### src/rtl/divisor_pkg.sv
// Shared types and the single restoring-division step used by divisor_seq.
package divisor_pkg;

    typedef enum logic [1:0] {IDLE, CALC, DONE} state_t;

    localparam int DEFAULT_WIDTH = 4;
    localparam int MAX_WIDTH     = 16;

    typedef struct packed {
        logic                 q_bit;
        logic [MAX_WIDTH:0]   rem;
    } step_t;

    // Operands are zero-extended to MAX_WIDTH+1 so one function serves every legal WIDTH.
    function automatic step_t sub_or_keep(input logic [MAX_WIDTH:0] rem,
                                          input logic [MAX_WIDTH:0] b);
        step_t s;
        if (rem >= b) begin
            s.q_bit = 1'b1;
            s.rem   = rem - b;
        end else begin
            s.q_bit = 1'b0;
            s.rem   = rem;
        end
        return s;
    endfunction

endpackage

### src/rtl/divisor_passo.sv
// One restoring step: shift in the next dividend bit, compare against B, subtract or keep.
module divisor_passo
    import divisor_pkg::*;
#(
    parameter int WIDTH = DEFAULT_WIDTH
) (
    input  logic [WIDTH:0]   rem,
    input  logic             dvd_msb,
    input  logic [WIDTH-1:0] b,
    output logic [WIDTH:0]   rem_out,
    output logic             q_bit
);

    logic [MAX_WIDTH:0] rem_ext;
    logic [MAX_WIDTH:0] b_ext;
    step_t              s;
    logic               unused_bits;

    // NOTE: every variable written here gets a default first, so no path leaves a latch.
    always_comb begin
        rem_ext            = '0;
        b_ext              = '0;
        rem_ext[WIDTH:0]   = {rem[WIDTH-1:0], dvd_msb};
        b_ext[WIDTH-1:0]   = b;
        s                  = sub_or_keep(rem_ext, b_ext);
        rem_out            = s.rem[WIDTH:0];
        q_bit              = s.q_bit;
    end

    // rem[WIDTH] is always 0 after a restoring step, so the shift drops it.
    assign unused_bits = ^{rem[WIDTH], s};

endmodule

### src/rtl/divisor_seq.sv
// Multi-cycle unsigned restoring divider with start/busy/done handshake.
module divisor_seq
    import divisor_pkg::*;
#(
    parameter int WIDTH = DEFAULT_WIDTH
) (
    input  logic             clk,
    input  logic             rst_n,
    input  logic             start,
    input  logic [WIDTH-1:0] A,
    input  logic [WIDTH-1:0] B,
    output logic [WIDTH-1:0] Q,
    output logic [WIDTH-1:0] R,
    output logic             busy,
    output logic             done,
    output logic             div_zero
);

    localparam int CW = (WIDTH > 1) ? $clog2(WIDTH) : 1;

    state_t           state, state_next;
    logic [WIDTH-1:0] dvd;
    logic [WIDTH-1:0] divisor;
    logic [WIDTH:0]   rem;
    logic [WIDTH:0]   step_rem;
    logic             step_q;
    logic [CW-1:0]    cnt;

    divisor_passo #(.WIDTH(WIDTH)) u_passo (
        .rem     (rem),
        .dvd_msb (dvd[WIDTH-1]),
        .b       (divisor),
        .rem_out (step_rem),
        .q_bit   (step_q)
    );

    // NOTE: sequential state uses non-blocking assignments so all registers update together.
    always_ff @(posedge clk or negedge rst_n) begin
        if (!rst_n) state <= IDLE;
        else        state <= state_next;
    end

    always_comb begin
        state_next = state;
        case (state)
            IDLE: if (start) state_next = (B == '0) ? DONE : CALC;
            CALC: if (cnt == '0) state_next = DONE;
            DONE: state_next = IDLE;
            default: state_next = IDLE;
        endcase
    end

    // Quotient bits shift into the low end of dvd as dividend bits leave the top.
    // NOTE: every datapath register is reset so an aborted division leaves no stale result.
    always_ff @(posedge clk or negedge rst_n) begin
        if (!rst_n) begin
            dvd      <= '0;
            divisor  <= '0;
            rem      <= '0;
            cnt      <= '0;
            Q        <= '0;
            R        <= '0;
            div_zero <= 1'b0;
        end else begin
            case (state)
                IDLE: begin
                    if (start) begin
                        dvd     <= A;
                        divisor <= B;
                        rem     <= '0;
                        cnt     <= CW'(WIDTH - 1);
                        if (B == '0) begin
                            Q        <= '1;
                            R        <= A;
                            div_zero <= 1'b1;
                        end
                    end
                end
                CALC: begin
                    rem <= step_rem;
                    dvd <= {dvd[WIDTH-2:0], step_q};
                    if (cnt == '0) begin
                        Q        <= {dvd[WIDTH-2:0], step_q};
                        R        <= step_rem[WIDTH-1:0];
                        div_zero <= 1'b0;
                    end else begin
                        cnt <= cnt - 1'b1;
                    end
                end
                default: ;
            endcase
        end
    end

    assign busy = (state != IDLE);
    assign done = (state == DONE);

endmodule

### config.mk
export PLATFORM = sky130hd
export DESIGN_NAME = divisor_seq
export DESIGN_NICKNAME = d
export VERILOG_FILES = /design/src/rtl/divisor_pkg.sv /design/src/rtl/divisor_passo.sv /design/src/rtl/divisor_seq.sv
export SDC_FILE = /design/constraint.sdc
export NUM_CORES = 1
export LEC_CHECK = 0
export ABC_CLOCK_PERIOD_IN_PS = 4300
export CORE_MARGIN = 4
export CORE_UTILIZATION = 46
export DETAILED_ROUTE_END_ITERATION = 6
export PLACE_DENSITY = 0.68
export REMOVE_ABC_BUFFERS = 1
export SLEW_MARGIN = 40
export SYNTH_ARGS = -nofsm -noshare
export SYNTH_HDL_FRONTEND = slang
export SYNTH_SLANG_ARGS = --single-unit
### constraint.sdc
create_clock -name clk -period 4.3 [get_ports clk]
set_input_delay 0.645 -clock clk [delete_from_list [all_inputs] [get_ports clk]]
set_output_delay 0.645 -clock clk [all_outputs]
set_load 0.005 [all_outputs]
# Word-level counts from Yosys, hierarchy flattened
# Cells that the tools add are included.
[totals]
register_bits = 25
latch_bits = 0
mem_bits_rw = 0
rom_bits = 0
in_bits = 11
output_inout_bits = 11
memories = 0
[classes]
n_addsub = 2
multipliers = 0
n_div = 0
magnitude_cmp = 1
n_eq_ne = 6
shift = 0
n_mux = 24
bitwise_logic = 0
n_reduce_logical = 10
[op_table]
columns = ["cell", "n"]
rows = [
  ["two-way mux 4 bit", 8],
  ["one-hot mux 4 bit (2 select lines)", 4],
  ["two-way mux 18 bit", 1],
  ["two-way mux 2 bit", 5],
  ["!= test 2 bit, second input constant", 4],
  ["one-hot mux 2 bit (2 select lines)", 2],
  ["AND reduction 2 bit", 3],
  ["subtractor 5 x 4 -> 6 bit", 1],
  [">= comparator 5 x 4 -> 1 bit", 1],
  ["logical NOT 2 bit", 2],
  ["logical NOT 4 bit", 1],
  ["AND reduction 4 bit", 1],
  ["nonzero test 2 bit", 2],
  ["two-way mux 1 bit", 3],
  ["AND reduction 3 bit", 1],
  ["equality test 2 x 1 -> 1 bit, second input constant", 1],
  ["equality test 2 bit, second input constant", 1],
  ["one-hot mux 1 bit (2 select lines)", 1],
  ["subtractor 2 x 1 -> 2 bit, second input constant", 1],
]

# Logic depth before layout (Yosys ltp)
# Gate-level depths: netlist of the first run.
[depth]
word_depth = 4
depth_mapped = 9
depth_no_buf = 9

# Modules after synthesis
# A second synthesis of the first run with hierarchy kept.
[unflattened]
hier_cells = 121
hier_area_um2 = 1427.6
[modules_own_cells]
columns = ["mod", "instances", "cells_per_inst", "area_per_inst_um2", "seq_area_each_um2"]
rows = [
  ["divisor_seq", 1, 89, 1173.6, 650.6],
  ["divisor_passo", 1, 32, 254.0, 0.0],
]

# Worst setup path before layout of the first run
# No wires, ideal clock.
[synth_path]
path_kind = "reg-to-reg"
startpoint = "register dvd[3]"
endpoint = "register rem[3]"
setup_time_ps = 121
arrival_ps = 1727
path_slack_ps = 2452
path_stages_with_launch = 9
n_path_buf = 0
path_cell_list = "dfrtp_1 inv_1 ha_1 inv_1 fa_1 a21oi_1 o21ai_2 mux2_2 a22o_1"
[synth_via]
elab_chain_cells = 3
[synth_lines]
columns = ["item", "line_no", "rtl"]
rows = [
  ["start: declaration", "divisor_seq.sv:22", "logic [WIDTH-1:0] dvd;"],
  ["start signal: assignment", "divisor_seq.sv:81", "dvd <= {dvd[WIDTH-2:0], step_q};"],
  ["subtractor 5 x 4 -> 6 bit or >= comparator 5 x 4 -> 1 bit (tied branches)", "divisor_pkg.sv:20, divisor_pkg.sv:18", ""],
  ["two-way mux 18 bit (*)", "divisor_pkg.sv:18", "if (rem >= b) begin"],
  ["one-hot mux 4 bit (2 select lines) (*)", "divisor_seq.sv:65", "case (state)"],
  ["end signal: assignment", "divisor_seq.sv:80", "rem <= step_rem;"],
  ["end: declaration", "divisor_seq.sv:24", "logic [WIDTH:0] rem;"],
]
# Every way passes the cells marked *; elsewhere a longest branch is shown, timed or not.
# A chain may end at the register's enable or synchronous reset.

# Worst setup path after layout of the first run
[layout_path]
startpoint = "input port start"
endpoint = "register divisor[0]"
[layout_via]
elab_chain_cells = 1
[layout_lines]
columns = ["item", "line_no", "rtl"]
rows = [
  ["start: declaration", "divisor_seq.sv:9", "input logic start,"],
  ["AND reduction 2 bit (no source line)", "-", ""],
  ["end signal: assignment", "divisor_seq.sv:58", "divisor <= '0;"],
  ["end signal: assignment", "divisor_seq.sv:69", "divisor <= B;"],
  ["end: declaration", "divisor_seq.sv:23", "logic [WIDTH-1:0] divisor;"],
]
# Every way passes these cells.

==> out/metrics.cfg, run 1 <==
[power_and_ir_drop]
p_seq_share_pct = 35.5
comb_power_share_pct = 56.0
p_int_w = 0.0007284
leakage_nw = 0.6568
switching_share_pct = 40.49
p_sw_w = 0.0004957
power_density_nw_per_um2 = 792.2
peakVddDrop_v = 0.0004836
clockPowerShare_pct = 8.6

[timing]
drv_slew = 0
fin_skew_ns = 0.007814
fmax_mhz = 431.6
fin_setup_tns_ns = 0
rsz0062_at_grt = false
setup_viol = 0
slew_headroom_pct = 53.06
fin_crit_ns = 2.317
worst_pin_slew_ns = 0.7026
hold_viol_final = 0
fin_crit_sh_pct = 53.88
setup_slack_ns = 1.983

[cts]
hold_buffers = 0
cts_max_level = 1
cts-root-buf = clkbuf_4
path_clk_slew_ns = 0.14
clkLatencyLatePin_ns = 0.32
cts.sinks = 25
post_cts_buffers = 0
cts_resized = 0
cts_tree = built
clk_path_buf_depth = 2
cts_buffers = 3

[logic_synthesis]
ys_ff_latch = 25
syn_area_sq_um = 1321
yosys.area.top_type = dfrtp_1
ys_async_sr_fraction_pct = 100.0
ys_types = 39
ys.flop_type = dfrtp_1
synth_top_area_share_pct = 47.35
synth_area_leaders = dfrtp_1, nand2_1, ha_1
avgSynthCellArea_sq_um = 10.40
yosysWarnings = 0
synth_edf_count = 0
netlist_instances = 127
synth_seq_area_share_pct = 47.35

[setup_path]
end_kind = register
crit_type = input port to register
required_ns = 4.51
cp_data_arrival_time_ns = 2.53
start_kind = input port
crit-reg2reg-launch = dvd[3]
cp_max_fo = 10
crit_path_start = start

[floorplanning]
die_h_um = 61.60
initial_core_util_pct = 47.91
die_w_um = 61.60
ios = 22
coreArea_sq_um = 2758
dieArea_sq_um = 3794
num_rows = 19

[grt]
antenna_found_initial = 0
grt.total_usage_pct = 14.71
grt-ovfl-total = 0
grt_pass1_vias = 864
grt_max_degree = 26
grt_first_pass_wirelength_mm = 4.084

[outcome]
status = complete, no violations

[cells_and_area]
antennaDiodeCount = 0
final_layout_size_suffix_gt1_share_pct = 13.70
nNetsFinal = 164
stdcell_area_sq_um = 1545
layout_common_cells = dfrtp_1, clkdlybuf4s50_1, nand2_1
post_layout_nonfiller_instances = 177
final_common_cell = dfrtp_1
postLayoutCoreUtil_pct = 56.03
synthToLayoutAreaGrowth_pct = 16.95

[detailed_routing]
wl_met3_um = 119
viasPerCell = 5.260
drtIter0Drc = 33
top_layer = met4
vias = 931
met2_length_mm = 1.182
met1_length_mm = 1.192
drt_drc_violations_left = 0
routed_wl_mm = 2.517
dr.pass1.iters = 5
final_antenna_net_count = 0
wl_per_cell_um = 14.22

[placement]
hpwl_mm = 1.944
dp_slack_ns = 1.649
dp.cells = 173
gp_congestion = 0.7839
place_area_sq_um = 1518
port_buffers = 21

[min_path]
holdCritPathClass = input port to asynchronous set/reset pin

[flow_run]
max-cap-violations = 0

## logic make-up after synthesis
kind of cell,synth area share [%]
AND/OR/NAND/NOR,14.49
adder cells (fa/ha/maj),6.250
multiplexers,3.220
buffers and inverters,6.155
AO/OA/AOI/OAI,21.21
XOR/XNOR,1.326
flip-flops,47.35
## critical path: stages
cell             delay, ns
clkdlybuf4s50_1       0.60
nor2b_1               0.31
nor2b_1               0.56
mux2_2                0.41
## Yosys cell counts, types with 2 or more instances
cell and number:
o22a_2 3, nor2_1 4, nor2_2 2, xnor2_1 2, nor2b_1 6, o21ai_0 8, nand2_1 19, a21oi_1 5
mux2i_1 2, o211ai_1 3, nor3_1 2, a31oi_2 2, a31oi_1 2, a22oi_1 3, o21a_1 2, inv_1 9
ha_1 5, mux2_2 2, dfrtp_1 25, buf_6 2
## power groups by stage
stage	combinational, W	sequential (W)	clock (W)
floorplan	0.000486	0.000426	0
global placement	0.000678	0.000436	0
detailed placement	0.000698	0.000441	0
CTS	0.000699	0.000436	0.000109
global route	0.000780	0.000449	0.000119
finish	0.000685	0.000434	0.000105
## routing by layer
metal	global-route usage [%]	vias up
met3	3.983	2
li1	-	477
met1	20.76	436
met4	2.727	0
met5	0	-
met2	22.87	16
## registers in the layout, indices dropped and copies added (netlist names)
register  cells
Q             4
state         2
cnt           2
divisor       4
dvd           4
div_zero      1
rem           4
R             4
## final timing paths
check,to,slack (ns),cells past startpoint
setup / recovery,divisor[0],1.98,4
min in group clk,cnt[0],0.51,1
max in group asynchronous,dvd[3],3.63,1
setup reg to reg,rem[3],2.30,8
hold / removal,R[3],0.29,1
hold reg to reg,cnt[0],0.51,1
## stage by stage
stage / total power, W / hold WS [ns]
floorplan: 0.0009112 / 0.3494
global placement: 0.001115 / 0.4759
detailed placement: 0.001140 / 0.4829
CTS: 0.001243 / 0.3104
global route: 0.001348 / 0.3063
finish: 0.001224 / 0.2891
## area by class of cell
type | count | area, sq um
Tap cell | 31 | 38.79
Fill cell | 260 | 1212
Timing Repair Buffer | 21 | 205.2
Inverter | 9 | 33.78
Multi-Input combinational cell | 87 | 614.3
Clock inverter | 1 | 5.005
Sequential cell | 25 | 625.6
Clock buffer | 3 | 22.52
(Power assumes the default switching activity.)
==> run 2: changes to the inputs <==
--- a/config.mk
+++ b/config.mk
@@ -5,11 +5,11 @@
 export SDC_FILE = /design/constraint.sdc
 export NUM_CORES = 1
 export LEC_CHECK = 0
-export ABC_CLOCK_PERIOD_IN_PS = 4300
+export ABC_CLOCK_PERIOD_IN_PS = 2050
 export CORE_MARGIN = 4
 export CORE_UTILIZATION = 46
 export DETAILED_ROUTE_END_ITERATION = 6
-export PLACE_DENSITY = 0.68
+export PLACE_DENSITY = 0.7
 export REMOVE_ABC_BUFFERS = 1
 export SLEW_MARGIN = 40
 export SYNTH_ARGS = -nofsm -noshare
==> constraint.sdc (replaced) <==
create_clock -name clk -period 2.05 [get_ports clk]
set_input_delay 0.3075 -clock clk [delete_from_list [all_inputs] [get_ports clk]]
set_output_delay 0.3075 -clock clk [all_outputs]
set_load 0.005 [all_outputs]
==> run 2 against run 1 <==
Count of clock-buffer cells in the layout is 1 higher. Clock power is 100% higher. Largest power group unchanged. First-iteration DRC count is 42% lower.
==> out/metrics.cfg, run 2 (same netlist as run 1, synthesis figures left out) <==
[setup_path]
crit-reg2reg-launch = rem[2]  ; was dvd[3]
cp_max_fo = 9  ; was 10
end_kind = register  ; unchanged
crit_path_start = rem[2]  ; was start
cp_data_arrival_time_ns = 2.16  ; was 2.53 ns
start_kind = register  ; was input port
required_ns = 2.26  ; was 4.51 ns
r2r_slack_ns = 0.11  ; was 2.30 ns
crit_type = register to register  ; was input port to register

[cts]
cts_buffers = 3  ; unchanged
cts-root-buf = clkbuf_4  ; unchanged
cts.sinks = 25  ; unchanged
cts_tree = built  ; unchanged
clkLatencyLatePin_ns = 0.31  ; was 0.32 ns
clk_path_buf_depth = 2  ; unchanged
path_clk_slew_ns = 0.13  ; was 0.14 ns
cts_max_level = 1  ; unchanged
hold_buffers = 0  ; unchanged

[timing]
hold_viol_final = 0  ; unchanged
setup_viol = 0  ; unchanged
fin_setup_tns_ns = 0  ; unchanged
fin_hold_ws_ns = 0.3385  ; was 0.2891 ns
worst_pin_slew_ns = 0.4550  ; was 0.7026 ns
fin_crit_ns = 1.943
slew_headroom_pct = 69.60  ; was 53.06%
rsz0062_at_grt = false  ; unchanged
fmax_mhz = 514.8
fin_crit_sh_pct = 94.76
fin_skew_ns = 0.0008359  ; was 0.007814 ns
drv_slew = 0  ; unchanged

[detailed_routing]
dr.pass1.iters = 4  ; was 5
vias = 1005  ; was 931
drtIter0Drc = 19  ; was 33
viasPerCell = 5.462  ; was 5.260
drt_drc_violations_left = 0  ; unchanged
wl_per_cell_um = 14.48  ; was 14.22 um
final_antenna_net_count = 0  ; unchanged
routed_wl_mm = 2.665  ; was 2.517 mm

[floorplanning]
dieArea_sq_um = 3794  ; unchanged
die_h_um = 61.60  ; unchanged
coreArea_sq_um = 2758  ; unchanged
ios = 22  ; unchanged
initial_core_util_pct = 47.91  ; unchanged
die_w_um = 61.60  ; unchanged
num_rows = 19  ; unchanged

[grt]
antenna_found_initial = 0  ; unchanged
grt_max_degree = 26  ; unchanged
grt-ovfl-total = 0  ; unchanged
grt_pass1_vias = 984  ; was 864
grt.total_usage_pct = 15.36  ; was 14.71%
grt_first_pass_wirelength_mm = 4.264  ; was 4.084 mm

[cells_and_area]
final_common_cell = dfrtp_1  ; unchanged
antennaDiodeCount = 0  ; unchanged
final_layout_size_suffix_gt1_share_pct = 17.65  ; was 13.70%
synthToLayoutAreaGrowth_pct = 23.20  ; was 16.95%
layout_common_cells = dfrtp_1, clkdlybuf4s50_1, nand2_1  ; unchanged
nNetsFinal = 171  ; was 164

[power_and_ir_drop]
switching_share_pct = 40.86  ; was 40.49%
comb_power_share_pct = 58.4  ; was 56.0%
power_density_nw_per_um2 = 1675  ; was 792.2 nW/um^2
p_sw_w = 0.001114  ; was 0.0004957 W
peakVddDrop_v = 0.0009211  ; was 0.0004836 V
p_seq_share_pct = 33.7  ; was 35.5%
clockPowerShare_pct = 7.9  ; was 8.6%
leakage_nw = 0.6926  ; was 0.6568 nW
p_int_w = 0.001613  ; was 0.0007284 W

[placement]
gp_congestion = 0.8451  ; was 0.7839
hpwl_mm = 2.070  ; was 1.944 mm
port_buffers = 21  ; unchanged

[min_path]
holdCritPathClass = input port to asynchronous set/reset pin  ; unchanged

[flow_run]
max-cap-violations = 0  ; unchanged

[outcome]
status = complete, no violations  ; unchanged

run 2: cell types whose count changed in the layout (fill, tap and decap cells not counted), sizes merged:
cell	change
clkbuf	+1
clkdlybuf4s50	+1
clkinv	-1
buf	+6
run 2: critical path: stages, from the launching register on:
cell	delay, ns
dfrtp_1	0.45
ha_1	0.34
a211oi_1	0.40
o21ai_4	0.17
mux2_2	0.31
a22o_1	0.18
run 2: path summary, 6_finish.rpt:
check | end | cells past startpoint
worst min register to register | cnt[0] | 1
worst max register to register | rem[3] | 5
worst max-delay path | rem[3] | 5
min in group clk | cnt[0] | 1
max in group asynchronous | cnt[0] | 2
worst min-delay path | R[3] | 2
run 2: stage by stage:
step                worst slack [ns]  total power (W)  instances  area (sq um)  utilization, %
floorplan                     0.2021         0.001911        121          1274               -
global placement              0.1456         0.002391        180          1588           57.58
detailed placement           0.08090         0.002470        180          1588           57.58
CTS                          0.04237         0.002690        184          1614           58.53
global route                0.003751         0.002976        184          1628           59.03
finish                        0.1074         0.002727        184          1628           59.03
run 2: area by class of cell:
type                       instances  area (sq um)
multi-input combinational         87         628.1
clock buffer                       4         26.28
fill                             258          1130
sequential                        25         625.6
inverter                           9         33.78
tap                               31         38.79
timing repair buffer              28         275.3
run 2: power by group through the flow:
| stage | clock network (W) | logic (W) | registers [W] |
|---|---|---|---|
| after floorplan | 0 | 0.00102 | 0.000893 |
| after global placement | 0 | 0.00147 | 0.000919 |
| after detailed placement | 0 | 0.00154 | 0.000928 |
| after CTS | 0.000223 | 0.00155 | 0.000920 |
| after global routing | 0.000243 | 0.00178 | 0.000954 |
| final | 0.000215 | 0.00159 | 0.000920 |
run 2: timing repair:
item | 4_1_cts | 5_1_grt
setup endpoints to repair | 0 | 7
endpoints found under the hold margin | 0 | 0
resized for setup | 0 | 3
buffers inserted | 0 | 0
run 2: routing by layer:
layer | GRT usage, % | share of wire [%]
met1 | 19.76 | 46
met3 | 2.096 | 3.9
met2 | 26.31 | 49
met5 | 0 | 0
met4 | 5.455 | 0.64
==> run 3: changes to the inputs <==
--- a/config.mk
+++ b/config.mk
@@ -9,8 +9,10 @@
 export CORE_MARGIN = 4
 export CORE_UTILIZATION = 46
 export DETAILED_ROUTE_END_ITERATION = 6
+export GPL_TIMING_DRIVEN = 1
 export PLACE_DENSITY = 0.7
 export REMOVE_ABC_BUFFERS = 1
+export SKIP_LAST_GASP = 1
 export SLEW_MARGIN = 40
 export SYNTH_ARGS = -nofsm -noshare
 export SYNTH_HDL_FRONTEND = slang
==> results of run 3 <==
Same layout as run 2: the final DEF is identical, and so are final timing and power.
